$ cat src/rtl/mem_block_fetch.sv
// mem_block_fetch
//   Read-side client for the block memory (mem_mod). Given a base address and
//   an element count, it walks memory in BLOCK_SIZE-word blocks through the
//   memory's combinational block-read port and streams each block downstream
//   over a valid/ready handshake, tagged with the number of valid words.
//
// Ports
//   i_clk, i_rst            clock (posedge) and synchronous active-high reset
//   i_start                 start request, only honoured while idle
//   i_base_addr, i_len      first word address and number of words to fetch
//   o_busy                  high from the start edge until the done cycle ends
//   o_done                  one-cycle pulse closing every accepted start
//   o_addr_r                registered read address to mem_mod
//   i_mem_data              block read from mem_mod, mem[a] in the MSB slot
//   o_data, o_count, o_last block payload, valid-word count, final-block flag
//   o_valid, i_ready        downstream handshake
module mem_block_fetch #(
  parameter int SIZE       = 32,
  parameter int BLOCK_SIZE = 5,
  parameter int ADDR_SIZE  = 24,
  parameter int LEN_W      = 16,
  localparam int CNT_W     = $clog2(BLOCK_SIZE + 1),
  localparam int DW        = SIZE * BLOCK_SIZE
) (
  input  logic                 i_clk,
  input  logic                 i_rst,
  input  logic                 i_start,
  input  logic [ADDR_SIZE-1:0] i_base_addr,
  input  logic [LEN_W-1:0]     i_len,
  output logic                 o_busy,
  output logic                 o_done,
  output logic [ADDR_SIZE-1:0] o_addr_r,
  input  logic [DW-1:0]        i_mem_data,
  output logic [DW-1:0]        o_data,
  output logic [CNT_W-1:0]     o_count,
  output logic                 o_valid,
  input  logic                 i_ready,
  output logic                 o_last
);

  typedef enum logic [1:0] {
    IDLE  = 2'd0,
    FETCH = 2'd1,
    OUT   = 2'd2,
    DONE  = 2'd3
  } state_t;

  state_t               state_q, state_d;
  logic [ADDR_SIZE-1:0] cur_addr_q, cur_addr_d;
  logic [LEN_W-1:0]     rem_q, rem_d;
  logic [ADDR_SIZE-1:0] addr_r_d;
  logic [DW-1:0]        data_d;
  logic [CNT_W-1:0]     count_d;
  logic                 last_d;
  logic                 valid_d;

  // Words carried by the current block: min(rem, BLOCK_SIZE). rem only
  // changes on an accepted block, so this stays stable through FETCH and OUT.
  logic [LEN_W-1:0]     blk_n;
  logic                 blk_is_last;
  logic [ADDR_SIZE-1:0] next_addr;

  assign blk_is_last = (rem_q <= LEN_W'(BLOCK_SIZE));
  assign blk_n       = blk_is_last ? rem_q : LEN_W'(BLOCK_SIZE);
  // Modulo 2^ADDR_SIZE: the carry out of the top bit is simply dropped.
  assign next_addr   = cur_addr_q + ADDR_SIZE'(blk_n);

  // Slot i (0 = MSB side) survives only if i < n; the tail slots beyond the
  // requested length are forced to zero so the consumer never sees stale words.
  function automatic logic [DW-1:0] mask_tail(input logic [DW-1:0] d,
                                              input logic [LEN_W-1:0] n);
    logic [DW-1:0] r;
    r = d;
    for (int i = 0; i < BLOCK_SIZE; i++) begin
      if (i >= int'(n)) r[DW-1-i*SIZE -: SIZE] = '0;
    end
    return r;
  endfunction

  always_comb begin
    state_d    = state_q;
    cur_addr_d = cur_addr_q;
    rem_d      = rem_q;
    addr_r_d   = o_addr_r;
    data_d     = o_data;
    count_d    = o_count;
    last_d     = o_last;
    valid_d    = o_valid;
    unique case (state_q)
      IDLE: begin
        if (i_start) begin
          if (i_len != '0) begin
            cur_addr_d = i_base_addr;
            rem_d      = i_len;
            addr_r_d   = i_base_addr;
            state_d    = FETCH;
          end else begin
            state_d = DONE;
          end
        end
      end
      FETCH: begin
        data_d  = mask_tail(i_mem_data, blk_n);
        count_d = CNT_W'(blk_n);
        last_d  = blk_is_last;
        valid_d = 1'b1;
        state_d = OUT;
      end
      OUT: begin
        if (o_valid && i_ready) begin
          valid_d = 1'b0;
          if (o_last) begin
            state_d = DONE;
          end else begin
            cur_addr_d = next_addr;
            rem_d      = rem_q - blk_n;
            addr_r_d   = next_addr;
            state_d    = FETCH;
          end
        end
      end
      DONE: begin
        state_d = IDLE;
      end
      default: begin
        state_d = IDLE;
      end
    endcase
  end

  // Register stage: all state and outputs update together on posedge.
  always_ff @(posedge i_clk) begin
    if (i_rst) begin
      state_q    <= IDLE;
      cur_addr_q <= '0;
      rem_q      <= '0;
      o_addr_r   <= '0;
      o_data     <= '0;
      o_count    <= '0;
      o_last     <= 1'b0;
      o_valid    <= 1'b0;
    end else begin
      state_q    <= state_d;
      cur_addr_q <= cur_addr_d;
      rem_q      <= rem_d;
      o_addr_r   <= addr_r_d;
      o_data     <= data_d;
      o_count    <= count_d;
      o_last     <= last_d;
      o_valid    <= valid_d;
    end
  end

  assign o_busy = (state_q != IDLE);
  assign o_done = (state_q == DONE);

endmodule
$ cat config.mk
export PLATFORM = sky130hd
export DESIGN_NAME = mem_block_fetch
export DESIGN_NICKNAME = d
export VERILOG_FILES = /design/src/rtl/mem_block_fetch.sv
export SDC_FILE = /design/constraint.sdc
export NUM_CORES = 1
export LEC_CHECK = 0
export CORE_AREA = 2 2 155 157
export CTS_CLUSTER_SIZE = 16
export DETAILED_ROUTE_END_ITERATION = 6
export DIE_AREA = 0 0 157 159
export PLACE_DENSITY = 0.7
export SLEW_MARGIN = 25
export SYNTH_ARGS = -nofsm -noshare
export SYNTH_HDL_FRONTEND = slang
export SYNTH_SLANG_ARGS = --single-unit
$ cat constraint.sdc
create_clock -name i_clk -period 5.5 [get_ports i_clk]
set_input_delay 0.825 -clock i_clk [delete_from_list [all_inputs] [get_ports i_clk]]
set_output_delay 0.825 -clock i_clk [all_outputs]
set_load 0.02 [all_outputs]
== Yosys cells after proc, flatten, opt, wreduce, memory -nomap -nowiden ==
Cells that the tools add are included.
Cells by class
  add/sub/neg operators: 2
  multiply operators: 0
  divide/modulo/power cells: 0
  magnitude comparators: 6
  equal/unequal tests: 7
  shift-type cells: 0
  multiplexer cells: 23
  bitwise logic cells: 0
  reductions and logical operators: 9
Operators with widths (number)
  two-way mux 32 bit: 5
  two-way mux 24 bit: 4
  two-way mux 16 bit: 5
  one-hot mux 24 bit (2 select lines): 1
  >= comparator 1 x 16 -> 1 bit, first input constant: 2
  >= comparator 2 x 16 -> 1 bit, first input constant: 2
  one-hot mux 16 bit (2 select lines): 1
  adder 24 x 16 -> 24 bit: 1
  >= comparator 3 x 16 -> 1 bit, first input constant: 1
  less-or-equal comparator 16 x 3 -> 1 bit, second input constant: 1
  nonzero test 16 bit: 1
  subtractor 16 bit: 1
  two-way mux 2 bit: 4
  inequality test 2 bit, second input constant: 4
  one-hot mux 2 bit (4 select lines): 1
  nonzero test 2 bit: 3
  AND reduction 5 bit: 1
  == test 2 bit, second input constant: 2
  AND reduction 2 bit: 2
  == test 2 x 1 -> 1 bit, second input constant: 1
  zero test 2 bit: 1
  one-hot mux 1 bit (2 select lines): 1
  logical AND 1 bit: 1
  two-way mux 1 bit: 1
Word-level totals
  register bits: 207
  latch bits: 0
  bits in writable memories: 0
  memory bits (read-only): 0
  input bits: 204
  output and inout port bits: 191
  logic and storage cells: 54
  memories: 0

== Logic depth before layout (Yosys ltp) ==
  depth after elaboration: 6
  gate-level depth with buffers: 15
  mapped depth without buffers: 15

== Worst setup path after synthesis ==
No wires, ideal clock.
  path type: reg2reg
  start: reg rem_q[6]
  end: reg cur_addr_q[19]
  library setup time: 103 ps
  arrival time: 3553 ps
  data required time: 5397 ps
  path slack: 1844 ps
  cell stages (with the launch flop): 16
  path buffers: 0
  clock period less this slack: 3656 ps
  path through: dfxtp_1 nor4_4 nand4_1 a21oi_1 nand2_1 inv_1 ha_1 a211oi_1 nor2b_1 a32oi_2 a2111oi_0 o41a_1 o21ai_2 a21oi_2 and3_4 a2111oi_2
Between the ends
  word-level cells in the longest chain between the ends: 6
RTL lines
  start: declaration: RTL line 50  | logic [LEN_W-1:0] rem_q, rem_d;
  start signal: assignment: RTL line 145  | rem_q <= rem_d;
  less-or-equal comparator 16 x 3 -> 1 bit: RTL line 63  | assign blk_is_last = (rem_q <= LEN_W'(BLOCK_SIZE));
  two-way mux 16 bit: RTL line 64  | assign blk_n = blk_is_last ? rem_q : LEN_W'(BLOCK_SIZE);
  net blk_n[1]: RTL line 59  | logic [LEN_W-1:0] blk_n;
  adder 24 x 16 -> 24 bit: RTL line 66  | assign next_addr = cur_addr_q + ADDR_SIZE'(blk_n);
  two-way mux 24 bit: RTL line 112  | if (o_last) begin
  two-way mux 24 bit: RTL line 110  | if (o_valid && i_ready) begin
  one-hot mux 24 bit (2 select lines): RTL line 89  | unique case (state_q)
  end signal: assignment: RTL line 144  | cur_addr_q <= cur_addr_d;
  end: declaration: RTL line 49  | logic [ADDR_SIZE-1:0] cur_addr_q, cur_addr_d;
The timed path passes the listed nets, and every way through them passes these cells. The select of a mux whose other input is x is not followed.
A chain may end at the register's enable or synchronous reset.

== Final worst setup path ==
Same ends and word-level chain as after synthesis.

==> qor.yml <==
cp-start-kind: "register"
cts-root-buf: "clkbuf_16"
numPortBuffers: 394
synth_edf_count: 0
synth_top_family_by_area: "compound AO/OA/AOI/OAI gates"
peakVddDrop_v: 0.000257
synthMuxAreaShare_pct: 0
cts.sinks: 207
hold_viol: 0
wl_per_cell_um: 17.9
rows: 56
max_stage_delay_ns: 0.43
ys_types: 60
power.switching_w: 0.00127
rsz0062_at_grt: "no"
synth_fa_ha_area_share_pct: 2.67
cts-buffers-inserted: 25
maxSlewHeadroom_pct: 31.1
maxCapViolCount: 0
min_path_type: "register to register"
p_per_area_nw_per_um2: 316
synthFlopType: "dfxtp_1"
tritoncts: "yes"
ctsHtreeMaxLevel: 1
leakage_nw: 5.02
drt_iter0_drc: 658
via_per_inst: 5.25
drc: 0
worstMarginPinSlew_ns: 1.03
sw_frac_of_total_pct: 29.4
synth_simple_gate_area_share_pct: 18.9
endpoint_kind: "register"
grt_first_pass_wirelength_mm: 46.7
min_period_ns: 4.23
path_cells: "nor4_4 > nand4_1 > a21oi_1 > nand2_1 > inv_1 > ha_1 > a211oi_1 > nor2b_1 > a32oi_2 > a2111oi_0 > o41a_1 > o21ai_2 > a21oi_2 > and3_4 > a2111oi_2"
antenna_left: 0
yosysSeqAreaShare_pct: 48.1
path_class: "register to register"
fillCellCount: 2091
drive_above_1_share_pct: 5.57
finalSetupViolations: 0
critical_path.max_fanout: 9
grt_max_degree: 97
fin_util_pct: 59.0
ys_warn_count: 0
initial_core_util_pct: 37.1
antenna_found_initial: 0
cts_setup_buffers: 0
clkPwrFrac_pct: 38.9
rr_worst_depth: 15
p_total_w: 0.00432
async_reset_ff_share_pct: 0
grt_pass1_vias: 8714
layout.nets: 1603
hpwl_mm: 21.3
grt.overflow.total: 0
die_height_um: 159
maxSlewViolCount: 0
finClkSkew_ns: 0.0103
ctsHoldBuffers: 0
outcome: "completed"
grt_usage_pct: 23.2
critPathRequiredTime_ns: 5.92
place_congestion: 0.841
synth_xor_xnor_area_share_pct: 0.712
cp_slowest_cell: "nor4_4"
first_pass_iters: 5
io_pins: 395
detailedPlace.worstSlack_ns: 1.34
fp.dieArea_um2: 25000
cts_resized: 0
fin_tns_setup_ns: 0
clock_path_buffers: 3
path_clk_slew_ns: 0.06
finalCritPeriodShare_pct: 76.9
share_comb_of_total_power_pct: 22.2
synth_cells: 1020
dieWidth_um: 157
clkLatencyLatePin_ns: 0.52
vias: 9029
netlist_area_um2: 8610
avgSynthCellArea_um2: 8.44
coreArea_um2: 23200
worst_slack_ns: 1.27
timing.fmax_mhz: 237
ys_ff_latch: 207
p_int_w: 0.00305
synth_compound_area_share_pct: 25.3
finalWirelength_mm: 30.7
critPathArrivalTime_ns: 4.65
min_path_cells: 2
pwr-share-seq_pct: 38.8
diodes: 0
syn_to_final_growth_pct: 58.9
## worst max-delay path, delay by kind of cell (launching register included)
kind	cells	cell delay [ns]
fa+ha+maj	1	0.24
compound gates	8	2.15
buf+inv	1	0.11
flops	1	0.38
simple gates	5	1.26
## cell families after synthesis
kind of cell    after synthesis
compound gates              321
xor+xnor                      7
fa+ha+maj                    18
buf+inv                      97
flops                       207
other cells                   1
simple gates                369
## through the flow
stage	hold slack [ns]	instance area (um^2)	cells
finish	0.446	13700	1720
global route	0.468	13700	1720
CTS	0.450	13700	1719
detailed placement	0.442	12800	1673
global placement	0.437	12800	1673
floorplan	0.474	8660	1032
## worst paths after layout
kind	start	end	slack, ns
max	rem_q[6]	cur_addr_q[19]	1.27
min	o_data[60]	o_data[60]	0.45
min reg2reg	o_data[60]	o_data[60]	0.45
max reg2reg	rem_q[6]	cur_addr_q[19]	1.27
## cell usage after synthesis (3+ instances only)
| cell | instances | area share (%) |
|---|---|---|
| dfxtp_1 | 207 | 48 |
| nor2_1 | 185 | 8.1 |
| a22oi_1 | 132 | 12 |
| a21oi_1 | 78 | 4.5 |
| nand2_1 | 78 | 3.4 |
| clkbuf_1 | 75 | 3.3 |
| nand3_1 | 41 | 2.4 |
| o21ai_0 | 34 | 2.0 |
| a211oi_1 | 20 | 1.7 |
| ha_1 | 16 | 2.3 |
| inv_1 | 13 | 0.57 |
| a311oi_1 | 9 | 0.92 |
| nand4_1 | 9 | 0.65 |
| nor3_1 | 9 | 0.52 |
| nor4_1 | 9 | 0.65 |
| a21o_1 | 7 | 0.61 |
| and3_1 | 7 | 0.51 |
| buf_1 | 6 | 0.26 |
| nor2b_1 | 6 | 0.44 |
| xnor2_1 | 5 | 0.51 |
| and2_1 | 4 | 0.29 |
| nand2b_1 | 4 | 0.29 |
| o211ai_1 | 4 | 0.35 |
| o22ai_1 | 4 | 0.29 |
| or3_1 | 4 | 0.29 |
| a31oi_1 | 3 | 0.22 |
| buf_2 | 3 | 0.17 |
| o21ai_1 | 3 | 0.17 |
| o21bai_1 | 3 | 0.26 |
| or2_2 | 3 | 0.22 |
## power by group through the flow
stage               Combinational, W  Sequential [W]  Clock, W
finish                      0.000960         0.00168   0.00168
global route                 0.00104         0.00169   0.00177
CTS                         0.000955         0.00168   0.00172
detailed placement          0.000951         0.00171         0
global placement            0.000944         0.00170         0
floorplan                   0.000412         0.00180         0
## flip-flops by register name, indices dropped and copies added (netlist names)
register and flops:
rem_q 16, o_data 160, state_q 2, o_count 3
o_last 1, o_valid 1, cur_addr_q 24
## placed cells by master (no fill, tap or decap), types with 5 or more instances in the layout
cell type | synthesis | final
dfxtp_1 | 207 | 207
clkdlybuf4s50_1 | 0 | 393
a22oi_1 | 132 | 132
clkbuf_16 | 0 | 25
xnor2_1 | 5 | 5
conb_1 | 1 | 13
a311oi_1 | 9 | 9
inv_1 | 13 | 13
buf_4 | 0 | 12
a21oi_1 | 78 | 76
clkinvlp_4 | 0 | 5
ha_1 | 16 | 16
a21o_1 | 7 | 7
nand4_1 | 9 | 9
nor4_1 | 9 | 9
nand2_1 | 78 | 78
and3_1 | 7 | 7
nor2_1 | 185 | 182
a211oi_1 | 20 | 20
clkinv_2 | 0 | 6
nand3_1 | 41 | 41
o21ai_0 | 34 | 34
nor3_1 | 9 | 9
## layer usage
layer	track usage [%]	wire, um	up-vias
li1	-	-	4387
met1	27.8	12500	4246
met2	40.2	14800	341
met3	5.85	2390	55
met4	7.84	1070	0
met5	0	0	-
## layout make-up
class	instances	area [um^2]	area share, %
tap	319	399	2.92
timing repair buffer	407	4060	29.7
inverter	13	48.8	0.357
clock buffer	28	647	4.73
multi-input combinational	728	4180	30.6
sequential	207	4140	30.3
clock inverter	18	195	1.43
Power figures use the tool's default switching activity.
